--- src/rtl/coms_frame_rx.sv ---
// coms_frame_rx: receive-side frame decoder for the iceboard motor bus.
// Hunts a 32-bit magic word, captures payload + CRC16 trailer, publishes good frames.
//
// state   | meaning
// HUNT    | sliding match of incoming bytes against MAGIC_NUMBER
// RECEIVE | capture payload and CRC trailer, inter-byte gap timer running
// CHECK   | single cycle: compare CRC, apply id filter, publish result
module coms_frame_rx #(
    parameter logic [31:0] MAGIC_NUMBER  = 32'h1CEB00DA,
    parameter int          PAYLOAD_BYTES = 24,
    parameter int          CLK_FREQ_HZ   = 50_000_000,
    parameter int          BAUDRATE      = 115200,
    parameter int          TIMEOUT_BYTES = 4
) (
    input  logic                         clk,
    input  logic                         reset,
    input  logic                         rx_data_ready,
    input  logic [7:0]                   rx_data,
    input  logic                         id_filter_en,
    input  logic [7:0]                   expected_id,
    output logic                         frame_valid,
    output logic [7:0]                   frame_id,
    output logic [8*PAYLOAD_BYTES-1:0]   frame_payload,
    output logic                         crc_error,
    output logic                         id_mismatch,
    output logic                         timeout,
    output logic                         busy,
    output logic [15:0]                  crc_error_count,
    output logic [31:0]                  frame_count
);

    localparam int PAY_W          = 8 * PAYLOAD_BYTES;
    localparam int TIMEOUT_CYCLES = CLK_FREQ_HZ / BAUDRATE * 10 * TIMEOUT_BYTES;
    localparam int TMR_W          = $clog2(TIMEOUT_CYCLES + 1);
    localparam int CNT_W          = $clog2(PAYLOAD_BYTES + 2);

    localparam logic [CNT_W-1:0] CRC_HI_IDX = CNT_W'(PAYLOAD_BYTES);
    localparam logic [CNT_W-1:0] LAST_IDX   = CNT_W'(PAYLOAD_BYTES + 1);
    localparam logic [TMR_W-1:0] TMR_LAST   = TMR_W'(TIMEOUT_CYCLES - 1);

    typedef enum logic [1:0] {
        HUNT    = 2'd0,
        RECEIVE = 2'd1,
        CHECK   = 2'd2
    } state_t;

    state_t             state;
    state_t             state_next;
    logic [31:0]        magic_sr;
    logic [31:0]        magic_shift;
    logic               magic_hit;
    logic               gap_expired;
    logic [15:0]        crc;
    logic [15:0]        rx_crc;
    logic [CNT_W-1:0]   byte_cnt;
    logic [TMR_W-1:0]   gap_timer;
    logic [PAY_W-1:0]   payload_buf;
    logic               crc_ok;
    logic               id_ok;

    // x^16+x^15+x^2+1, data MSB first, no reflection
    function automatic logic [15:0] crc16_byte(input logic [15:0] crc_in, input logic [7:0] data);
        logic [15:0] c;
        c = crc_in;
        for (int i = 7; i >= 0; i--) begin
            if (c[15] ^ data[i]) c = {c[14:0], 1'b0} ^ 16'h8005;
            else                 c = {c[14:0], 1'b0};
        end
        return c;
    endfunction

    assign magic_shift = {magic_sr[23:0], rx_data};
    assign crc_ok      = (crc == rx_crc);
    assign id_ok       = !id_filter_en || (payload_buf[PAY_W-1 -: 8] == expected_id);

    always_ff @(posedge clk or posedge reset) begin
        if (reset) state <= HUNT;
        else       state <= state_next;
    end

    always_comb begin
        state_next  = state;
        magic_hit   = 1'b0;
        gap_expired = 1'b0;
        busy        = (state != HUNT);
        case (state)
            HUNT: begin
                if (rx_data_ready && (magic_shift == MAGIC_NUMBER)) begin
                    magic_hit  = 1'b1;
                    state_next = RECEIVE;
                end
            end
            RECEIVE: begin
                if (rx_data_ready) begin
                    if (byte_cnt == LAST_IDX) state_next = CHECK;
                end else if (gap_timer == TMR_LAST) begin
                    gap_expired = 1'b1;
                    state_next  = HUNT;
                end
            end
            CHECK:   state_next = HUNT;
            default: state_next = HUNT;
        endcase
    end

    always_ff @(posedge clk or posedge reset) begin
        if (reset) begin
            magic_sr        <= 32'h0;
            crc             <= 16'hFFFF;
            rx_crc          <= 16'h0;
            byte_cnt        <= '0;
            gap_timer       <= '0;
            payload_buf     <= '0;
            frame_valid     <= 1'b0;
            frame_id        <= 8'h0;
            frame_payload   <= '0;
            crc_error       <= 1'b0;
            id_mismatch     <= 1'b0;
            timeout         <= 1'b0;
            crc_error_count <= 16'h0;
            frame_count     <= 32'h0;
        end else begin
            frame_valid <= 1'b0;
            crc_error   <= 1'b0;
            id_mismatch <= 1'b0;
            timeout     <= gap_expired;
            case (state)
                HUNT: begin
                    if (rx_data_ready) magic_sr <= magic_shift;
                    if (magic_hit) begin
                        crc       <= 16'hFFFF;
                        byte_cnt  <= '0;
                        gap_timer <= '0;
                    end
                end
                RECEIVE: begin
                    if (rx_data_ready) begin
                        gap_timer <= '0;
                        byte_cnt  <= byte_cnt + 1'b1;
                        // payload shifts in from the LSB end so byte 0 lands in the MSBs
                        if (byte_cnt < CRC_HI_IDX) begin
                            crc         <= crc16_byte(crc, rx_data);
                            payload_buf <= {payload_buf[PAY_W-9:0], rx_data};
                        end else if (byte_cnt == CRC_HI_IDX) begin
                            rx_crc[15:8] <= rx_data;
                        end else begin
                            rx_crc[7:0]  <= rx_data;
                        end
                    end else begin
                        gap_timer <= gap_timer + 1'b1;
                    end
                end
                CHECK: begin
                    // payload bytes must not complete a stale magic match
                    magic_sr <= rx_data_ready ? {24'h0, rx_data} : 32'h0;
                    if (!crc_ok) begin
                        crc_error <= 1'b1;
                        if (crc_error_count != 16'hFFFF) crc_error_count <= crc_error_count + 1'b1;
                    end else if (id_ok) begin
                        frame_valid   <= 1'b1;
                        frame_id      <= payload_buf[PAY_W-1 -: 8];
                        frame_payload <= payload_buf;
                        frame_count   <= frame_count + 1'b1;
                    end else begin
                        id_mismatch <= 1'b1;
                    end
                end
                default: ;
            endcase
        end
    end

endmodule
--- config.mk ---
export PLATFORM = sky130hd
export DESIGN_NAME = coms_frame_rx
export DESIGN_NICKNAME = d
export VERILOG_FILES = /design/src/rtl/coms_frame_rx.sv
export SDC_FILE = /design/constraint.sdc
export NUM_CORES = 1
export LEC_CHECK = 0
export CAP_MARGIN = 20
export CORE_MARGIN = 2
export CORE_UTILIZATION = 30
export DETAILED_ROUTE_END_ITERATION = 12
export GPL_TIMING_DRIVEN = 1
export PLACE_DENSITY = 0.57
export SKIP_CTS_REPAIR_TIMING = 1
export SYNTH_ARGS = -nofsm -noshare
export SYNTH_HDL_FRONTEND = slang
export SYNTH_SLANG_ARGS = --single-unit
--- constraint.sdc ---
create_clock -name clk -period 17.3 [get_ports clk]
set_input_delay 2.595 -clock clk [delete_from_list [all_inputs] [get_ports clk]]
set_output_delay 2.595 -clock clk [all_outputs]
set_load 0.01 [all_outputs]
==> impl_metrics.toml, run 1 <==
[run_status]
run_status = "finished clean"

[global_route]
grt_first_pass_wirelength_um = 87900
grt_usage_pct = 15.46
first_global_vias = 15311
global_route.overflow_total = 0
antenna_found_initial = 2
pin_count_of_the_biggest_net_entering_global_routing = 219

[logic_synthesis]
post_synthesis_sequential_area_ratio_pct = 62.65
area_fraction_of_the_dominant_cell_type_after_synthesis_pct = 60.61
netlist_area_um2 = 20560
muxShareOfSynthArea_pct = 0.9737
synth_adder_area_share_pct = 0.3651
main_combinational_cell_family_by_area_after_synthesis = "simple AND/OR/NAND/NOR gates"
post_synth_xor_area_fraction_pct = 4.674
synth-compound-area-share_pct = 1.564
number_of_instances_in_the_synthesized_netlist = 2198
avgSynthCellArea_um2 = 9.354
post-synth-top-area-cell = "sky130_fd_sc_hd__dfrtp_1"
yosys_warnings = 0
synth_seq_cells = 514
postSynth.asyncResetShare_pct = 100.0
yosysUniqueCellTypes = 43
synth_simple_gate_area_share_pct = 26.85
synth.area.top_cells = "sky130_fd_sc_hd__dfrtp_1, sky130_fd_sc_hd__nand2_1, sky130_fd_sc_hd__xnor2_1"
primary_flip_flop_cell_chosen_by_synthesis_mapping = "sky130_fd_sc_hd__dfrtp_1"
mappedNetlistNets = 2224
synth-edff-count = 0

[timing]
finalHoldViolCount = 0
final_min_period_over_clock_period_pct = 36.02
final_period_minus_worst_setup_slack_ns = 6.231
max-slew-margin-rel_pct = 28.33
final-max-slew-violation-count = 0
finalHoldWorstSlack_ns = 0.4618
slew_at_the_pin_closest_to_its_max_slew_limit_ns = 1.075
tns_ns = 0
fmaxAchievable_ghz = 0.1605
fin_worst_skew_ns = 0.01572
final_critical_path_setup_slack_ns = 11.07
rsz0062_at_grt = "false"
setup_violations = 0

[worst_setup_path]
critPathTopFamily = "buffers and inverters"
timing.critical_path.slowest_stage_cell = "sky130_fd_sc_hd__and3_4"
critPathRequiredTime_ns = 17.84
crit_path_end_kind = "flop"
cp-startpoint = "expected_id[6]"
worst_path_arrival_time_ns = 6.77
worst-setup-path-type = "input pin to flop"
crit_path_max_incr_delay_ns = 0.91
crit_chain = "clkdlybuf4s50_1, xnor2_1, nand4_1, o21ai_0, and3_4, buf_4, buf_4, nand2_1, nand2_1"
critical_path.max_fanout = 87
setup.worst_path.start_class = "input pin"
worst-path-buf-inv = 3
startpoint_of_the_worst_slack_reg_to_reg_timing_path = "payload_buf[190]$_DFFE_PP0P_"

[clocking]
h_tree_depth_reported_by_cts = 2
worstSkewPairLatency_ns = 0.60
tritoncts.num_buffers = 58
clock-root-buffer = "sky130_fd_sc_hd__clkbuf_16"
clk_transition_reported_paths_ns = 0.06
cts-root-to-sink-buffers = 3
cts_tree = "yes"
clkSinkCount = 514

[routing]
drc = 0
wirelength_um = 54730
drtPass1Iterations = 5
drtAntennaViolNets = 0
routed_via_density = 4.552
wl_per_cell_um = 16.33
vias = 15254
drt_first_iter_violations = 1053

[power]
design_power_total_w = 0.002504
worst_ir_drop_vdd_mv = 0.07908
power.density_cell_area_nw_per_um2 = 96.16
leakage_nw = 13.40

[floorplanning]
top_level_ports = 273
core_area_um2 = 67510
fp.dieArea_um2 = 70650
start_util_pct = 30.45
die_y_um = 265.8
floorplan.rows = 95
die_x_um = 265.8

[placed_design]
place_ws_ns = 10.43
buffer_ports.inserted = 272
finalWeightedCongestion = 0.8108
hpwl_um = 35350

[finish]
multiInputGateArea_um2 = 7127
ff_latch_area_um2 = 12880
layout-drive-gt1-share_pct = 6.338
fillCellCount = 6704
areaGrowthSynthToFinish_pct = 26.65
nNetsFinal = 2458
final_core_util_pct = 38.57

[worst_hold_path]
holdCritStartpoint = "frame_payload[152]$_DFFE_PP0P_"
timing.hold.worst.class = "flop to flop"

[job]
maxCapViolCount = 0
## where the power goes
| part | switching [W] | internal [W] | total, W |
|---|---|---|---|
| logic | 0.0000361 | 0.0000168 | 0.0000529 |
| registers | 0.00000482 | 0.00121 | 0.00121 |
| clock network | 0.000497 | 0.000740 | 0.00124 |
| total | 0.000538 | 0.00197 | 0.00250 |
## per-layer routing
metal,track usage (%),vias up,part of all wire (%)
met3,2.708,74,4.4
met2,24.87,289,47
met1,21.68,7529,47
li1,-,7360,-
met4,3.766,2,1.9
met5,0,-,0.020
## flip-flops by register name, indices dropped and copies added (netlist names)
name and flops:
byte_cnt 5, crc 16, crc_error 1, crc_error_count 16, frame_count 32, frame_id 7
frame_payload 185, frame_valid 1, gap_timer 15, id_mismatch 1, magic_sr 24, payload_buf 192
rx_crc 16, state 2, timeout 1
## through the flow
step / std cells / instance area (µm²)
after global placement: 3241 / 24030
after detailed placement: 3241 / 24030
final: 3351 / 26040
after CTS: 3346 / 25970
after floorplan: 2198 / 20560
after global routing: 3351 / 26040
## Yosys cell counts (all sizes together), types with 2 or more instances
| master | n |
|---|---|
| a21oi | 13 |
| a22o | 23 |
| and2 | 2 |
| and3 | 14 |
| and4 | 5 |
| and4b | 2 |
| buf | 59 |
| clkbuf | 56 |
| dfrtp | 498 |
| dfstp | 16 |
| ha | 6 |
| inv | 19 |
| mux2 | 16 |
| mux2i | 2 |
| nand2 | 1180 |
| nand2b | 2 |
| nand3 | 28 |
| nand4 | 34 |
| nor2 | 46 |
| nor2b | 2 |
| nor3 | 32 |
| nor4 | 12 |
| nor4b | 3 |
| nor4bb | 4 |
| o21ai | 3 |
| or2 | 2 |
| or3 | 2 |
| or4 | 2 |
| xnor2 | 71 |
| xor2 | 36 |
## worst paths after layout
check                                                 end  cells after the start  slack (ns)
min                        frame_payload[152]$_DFFE_PP0P_                      2        0.46
min reg2reg                frame_payload[152]$_DFFE_PP0P_                      2        0.46
max in group asynchronous   frame_payload[59]$_DFFE_PP0P_                      5       12.75
min in group asynchronous  frame_payload[150]$_DFFE_PP0P_                      2        2.61
max                         frame_payload[61]$_DFFE_PP0P_                      9       11.07
max reg2reg                 frame_payload[61]$_DFFE_PP0P_                      8       13.07
## kinds of logic (layout without fill, tap and decap cells)
group,Yosys count,after routing
AND/OR/NAND/NOR,1374,1374
flip-flops,514,514
buffers and inverters,134,413
XOR/XNOR,108,108
AO/OA/AOI/OAI,44,44
multiplexers,18,18
adder cells (fa/ha/maj),6,6
other,0,1
## layout by cell type (no fill, tap or decap), drive strengths merged, types with 28 or more instances in the layout
master,instances
clkdlybuf4s50,272
nor3,32
nand4,34
dfrtp,498
nand2,1180
xor2,36
xnor2,71
nand3,28
clkbuf,85
nor2,46
## worst register-to-register path, delay by kind of cell, from the launching register on
family	cells	cell delay, ns
simple gates	4	1.49
xor+xnor	1	0.31
compound gates	1	0.56
flops	1	0.40
buf+inv	2	1.44
## final cells by class
type,count,share of cell area (%)
Inverter,19,0.3027
Tap cell,873,4.195
Timing Repair Buffer,289,11.19
Antenna cell,1,0.009609
Clock inverter,22,0.7832
Multi-Input combinational cell,1550,27.37
Sequential cell,514,49.47
Clock buffer,83,6.679
Power figures use the tool's default switching activity.
==> run 2, diff against run 1 <==
Clock period 17.3 ns to 5.41 ns, I/O delays scaled along.
==> impl_metrics.toml, run 2 (synthesis gave the netlist of run 1 again) <==
[finish]
final_design_area_no_fill_um2 = 26030
largest-register = "payload_buf"
final_core_util_pct = 38.56
nNetsFinal = 2465
layout.cells.most_common_list = "sky130_fd_sc_hd__nand2_1, sky130_fd_sc_hd__dfrtp_1, sky130_fd_sc_hd__clkdlybuf4s50_1, sky130_fd_sc_hd__xnor2_1, sky130_fd_sc_hd__clkbuf_16"
n_antenna_cell = 0
final_common_cell = "sky130_fd_sc_hd__nand2_1"
largestRegisters = "payload_buf: 192 flops, frame_payload: 185 flops, frame_count: 32 flops"
areaGrowthSynthToFinish_pct = 26.61
largest_register_ff_count = 192
layout-drive-gt1-share_pct = 6.091

[timing]
fin_worst_skew_ns = 0.01814
finalHoldViolCount = 0
setup_violations = 0
fmaxAchievable_ghz = 0.3168
final-max-slew-violation-count = 0
final_period_minus_worst_setup_slack_ns = 3.156
max-slew-margin-rel_pct = 29.05
slew_at_the_pin_closest_to_its_max_slew_limit_ns = 1.058
final_min_period_over_clock_period_pct = 58.34
finalHoldWorstSlack_ns = 0.4616
rsz0062_at_grt = "false"

[clocking]
clkSinkCount = 514
cts_tree = "yes"
h_tree_depth_reported_by_cts = 2
clock-root-buffer = "sky130_fd_sc_hd__clkbuf_16"
cts-root-to-sink-buffers = 3
tritoncts.num_buffers = 57
clk_transition_reported_paths_ns = 0.06
worstSkewPairLatency_ns = 0.60

[global_route]
grt_first_pass_wirelength_um = 88960
global_route.overflow_total = 0
pin_count_of_the_biggest_net_entering_global_routing = 154
grt_usage_pct = 15.72
grt_use_met3_pct = 2.717
grt-busiest-layer = "met2"
gr-usage-met2_pct = 25.31
antenna_found_initial = 0
first_global_vias = 15569
met1_use_gr_pct = 21.78

[floorplanning]
floorplan.rows = 95
core_area_um2 = 67510
die_y_um = 265.8
top_level_ports = 273
fp.dieArea_um2 = 70650
die_x_um = 265.8
start_util_pct = 30.45

[worst_setup_path]
critPathRequiredTime_ns = 5.94
crit_path_end_kind = "flop"
worst-setup-path-type = "flop to flop"
setup.worst_path.start_class = "flop"
critical_path.max_fanout = 54
worst_path_arrival_time_ns = 3.68

[routing]
drtPass1Iterations = 5
routed_via_density = 4.585
drt_first_iter_violations = 1204
drc = 0
wl_per_cell_um = 16.59
vias = 15368
drtAntennaViolNets = 0
wirelength_um = 55600

[placed_design]
hpwl_um = 36620
buffer_ports.inserted = 272
detailed_place.area_um2 = 24170
finalWeightedCongestion = 0.8211

[run_status]
run_status = "finished clean"

[worst_hold_path]
timing.hold.worst.class = "flop to flop"

[job]
maxCapViolCount = 0

[power]
power.density_cell_area_nw_per_um2 = 304.1
leakage_nw = 13.40
worst_ir_drop_vdd_mv = 0.2336
[run 2: changes by cell type in the layout (fill, tap and decap cells not counted), moves of 2 or more]
cell and change:
sky130_fd_sc_hd__clkbuf_16 -2, sky130_fd_sc_hd__bufinv_16 +2, sky130_fd_sc_hd__clkbuf_8 -6, sky130_fd_sc_hd__buf_12 +6
sky130_fd_sc_hd__clkinv_2 -4, sky130_fd_sc_hd__buf_4 +4, sky130_fd_sc_hd__clkbuf_1 +8, sky130_fd_sc_hd__buf_16 -2
[run 2: worst paths after layout]
path / from / cells past startpoint / slack, ns / to
max: crc[0]$_DFFE_PP1P_ / 7 / 2.25 / frame_payload[113]$_DFFE_PP0P_
min: frame_payload[12]$_DFFE_PP0P_ / 2 / 0.46 / frame_payload[12]$_DFFE_PP0P_
max reg2reg: crc[0]$_DFFE_PP1P_ / 7 / 2.25 / frame_payload[113]$_DFFE_PP0P_
min reg2reg: frame_payload[12]$_DFFE_PP0P_ / 2 / 0.46 / frame_payload[12]$_DFFE_PP0P_
max in group asynchronous: reset / 3 / 3.47 / payload_buf[102]$_DFFE_PP0P_
min in group asynchronous: reset / 2 / 0.69 / frame_payload[10]$_DFFE_PP0P_
[run 2: power by group]
| group | internal, W | switching (W) | leakage, nW |
|---|---|---|---|
| logic | 0.0000545 | 0.000116 | 5.43 |
| registers | 0.00387 | 0.0000155 | 7.06 |
| clock network | 0.00232 | 0.00155 | 0.908 |
| total | 0.00624 | 0.00168 | 13.4 |
[run 2: final cells by class]
cell class	instances	area (µm²)
multi-input cells	1550	7127
well taps	873	1092
clock buffers	83	1637
repair buffers	297	3008
flip-flops and latches	514	12880
inverters	19	75.07
fillers	6684	41480
clock inverters	16	211.5
[run 2: routing by layer]
metal,part of all wire [%],wire (µm)
met1,46,25790
met5,0,0
met2,47,26200
met4,2.5,1364
met3,4.0,2244
[run 2: through the flow]
| stage | TNS [ns] | instances | power, W | setup WS (ns) |
|---|---|---|---|---|
| final | 0 | 3352 | 0.007917 | 2.254 |
| after global routing | 0 | 3352 | 0.008231 | 2.026 |
| after CTS | 0 | 3350 | 0.008049 | 2.236 |
| after detailed placement | 0 | 3251 | 0.004128 | 1.630 |
| after global placement | 0 | 3251 | 0.004124 | 1.656 |
| after floorplan | -1186.38 | 2198 | 0.004061 | -2.369 |
[run 2: worst max-delay path, stage by stage, from the launching register on]
cell,delay (ns)
sky130_fd_sc_hd__dfstp_2,0.55
sky130_fd_sc_hd__xnor2_1,0.17
sky130_fd_sc_hd__nand4_1,0.19
sky130_fd_sc_hd__nor4_4,0.69
sky130_fd_sc_hd__and3_4,0.80
sky130_fd_sc_hd__buf_4,0.45
sky130_fd_sc_hd__nand2_1,0.12
sky130_fd_sc_hd__nand2_1,0.08
==> run 3, diff against run 2 <==
Clock period 5.41 ns to 2.62 ns, I/O delays scaled along.
==> impl_metrics.toml, run 3 (synthesis gave the netlist of run 1 again) <==
[worst_setup_path]
setup.worst_path.start_class = "flop"
critical_path.max_fanout = 29
number_of_cell_instances_on_the_worst_register_to_register_path = 8
startpoint_of_the_worst_slack_reg_to_reg_timing_path = "crc[14]$_DFFE_PP1P_"
cp-startpoint = "crc[14]$_DFFE_PP1P_"
worst_path_arrival_time_ns = 2.87
crit_chain = "xnor2_1, nand4_1, nor4_4, and3_4, buf_12, buf_12, nand2_1, nand2_1"
timing.critical_path.slowest_stage_cell = "sky130_fd_sc_hd__dfstp_2"
critPathRequiredTime_ns = 3.15
timing.rr.end = "frame_payload[143]$_DFFE_PP0P_"
r2r_slack_ns = 0.28
worst-setup-path-type = "flop to flop"
crit_path_end_kind = "flop"
crit_path_max_incr_delay_ns = 0.56

[finish]
largest_register_ff_count = 192
nNetsFinal = 2511
largestRegisters = "payload_buf: 192 flops, frame_payload: 185 flops, frame_count: 32 flops"
areaGrowthSynthToFinish_pct = 29.90
largest-register = "payload_buf"
fillCellCount = 6647
finalNonFillerCells = 3403
n_antenna_cell = 0
final_common_cell = "sky130_fd_sc_hd__nand2_1"
layout.cells.most_common_list = "sky130_fd_sc_hd__nand2_1, sky130_fd_sc_hd__dfrtp_1, sky130_fd_sc_hd__clkdlybuf4s50_1, sky130_fd_sc_hd__xnor2_1, sky130_fd_sc_hd__clkbuf_16"
layout-drive-gt1-share_pct = 8.024

[placed_design]
finalWeightedCongestion = 0.8132
hpwl_um = 37530
place_inst = 3299
buffer_ports.inserted = 272
place_ws_ns = -0.009647

[routing]
wirelength_um = 55370
drtAntennaViolNets = 0
met3_wirelength_um = 2455
drc = 0
drt_first_iter_violations = 1035
drtPass1Iterations = 4
vias = 15511
wl_per_cell_um = 16.27
top_layer_used = "met5"
routed_via_density = 4.558
wirelength_met1_um = 25670
met2_wirelength_um = 26290

[timing]
fmaxAchievable_ghz = 0.4272
final_min_period_over_clock_period_pct = 89.35
fin_worst_skew_ns = 0.01675
max-slew-margin-rel_pct = 50.13
finalHoldViolCount = 0
final_critical_path_setup_slack_ns = 0.2789
setup_violations = 0
slew_at_the_pin_closest_to_its_max_slew_limit_ns = 0.7481
final_period_minus_worst_setup_slack_ns = 2.341
tns_ns = 0
final-max-slew-violation-count = 0
rsz0062_at_grt = "false"
finalHoldWorstSlack_ns = 0.3605

[floorplanning]
top_level_ports = 273
die_y_um = 265.8
floorplan.rows = 95
core_area_um2 = 67510
start_util_pct = 30.45
fp.dieArea_um2 = 70650
die_x_um = 265.8

[clocking]
clkSinkCount = 514
clock-root-buffer = "sky130_fd_sc_hd__clkbuf_16"
tritoncts.num_buffers = 57
cts_tree = "yes"
clk_transition_reported_paths_ns = 0.06
h_tree_depth_reported_by_cts = 2
cts-root-to-sink-buffers = 3
worstSkewPairLatency_ns = 0.60

[power]
worst_ir_drop_vdd_mv = 0.3970
leakage_nw = 13.75
design_power_total_w = 0.01682
power.density_cell_area_nw_per_um2 = 629.6

[global_route]
antenna_found_initial = 1
global_route.overflow_total = 0
grt_usage_pct = 15.74
pin_count_of_the_biggest_net_entering_global_routing = 128
first_global_vias = 15700
grt_first_pass_wirelength_um = 89750

[run_status]
run_status = "finished clean"

[job]
maxCapViolCount = 0

[worst_hold_path]
timing.hold.worst.class = "input pin to asynchronous set/reset pin"
## run 3: changes by cell type in the layout (fill, tap and decap cells not counted)
cell                        before  now
sky130_fd_sc_hd__buf_4          15   47
sky130_fd_sc_hd__buf_12          8   24
sky130_fd_sc_hd__clkbuf_8        7   11
sky130_fd_sc_hd__bufinv_16       5    8
sky130_fd_sc_hd__clkbuf_1       17   15
sky130_fd_sc_hd__clkinv_4        0    2
sky130_fd_sc_hd__clkbuf_16      59   58
sky130_fd_sc_hd__clkbuf_2        1    0
sky130_fd_sc_hd__clkbuf_4        1    0
sky130_fd_sc_hd__clkinv_2        9    8
sky130_fd_sc_hd__clkinv_8        0    1
sky130_fd_sc_hd__inv_6           1    0
sky130_fd_sc_hd__o31ai_1         0    1
sky130_fd_sc_hd__o31ai_2         1    0
## run 3: report_power, final
part / internal (W) / leakage, nW / switching [W]
logic: 0.000147 / 5.72 / 0.000245
clock network: 0.00515 / 0.971 / 0.00326
registers: 0.00798 / 7.06 / 0.0000326
## run 3: cell type report
type	instances	area, µm²	area share [%]
inverter	19	75.07	0.2811
tap	873	1092	4.090
clock buffer	84	1659	6.212
clock inverter	20	321.6	1.204
sequential	514	12880	48.23
timing repair buffer	343	3556	13.31
multi-input combinational	1550	7122	26.67
## run 3: how the worst max path moves through the flow
stage / to / slack, ns / cells past startpoint
global route: frame_count[22]$_DFFE_PP0P_ / 0.08 / 7
finish: frame_payload[143]$_DFFE_PP0P_ / 0.28 / 8
detailed placement: frame_count[16]$_DFFE_PP0P_ / -0.01 / 9
floorplan: byte_cnt[0]$_DFFE_PP0P_ / -4.74 / 1
global placement: frame_count[12]$_DFFE_PP0P_ / -0.08 / 9
CTS: frame_payload[6]$_DFFE_PP0P_ / 0.22 / 8
## run 3: routing by layer
layer  vias up  GRT usage [%]
met5         -              0
met4         2          3.386
met3        71          2.976
met2       293          25.55
met1      7686          21.90
li1       7459              -
## run 3: worst max-delay path, delay by kind of cell, from the launching register on
kind	cells	cell delay, ns
and+or+nand+nor	5	1.17
xor gates and xnor gates	1	0.13
DFF	1	0.56
buffers and inverters	2	0.40
## run 3: per-stage QoR
stage,utilization [%],instance area (µm²)
floorplan,-,20560
global placement,36.63,24730
detailed placement,36.63,24730
CTS,39.56,26710
global route,39.56,26710
finish,39.56,26710
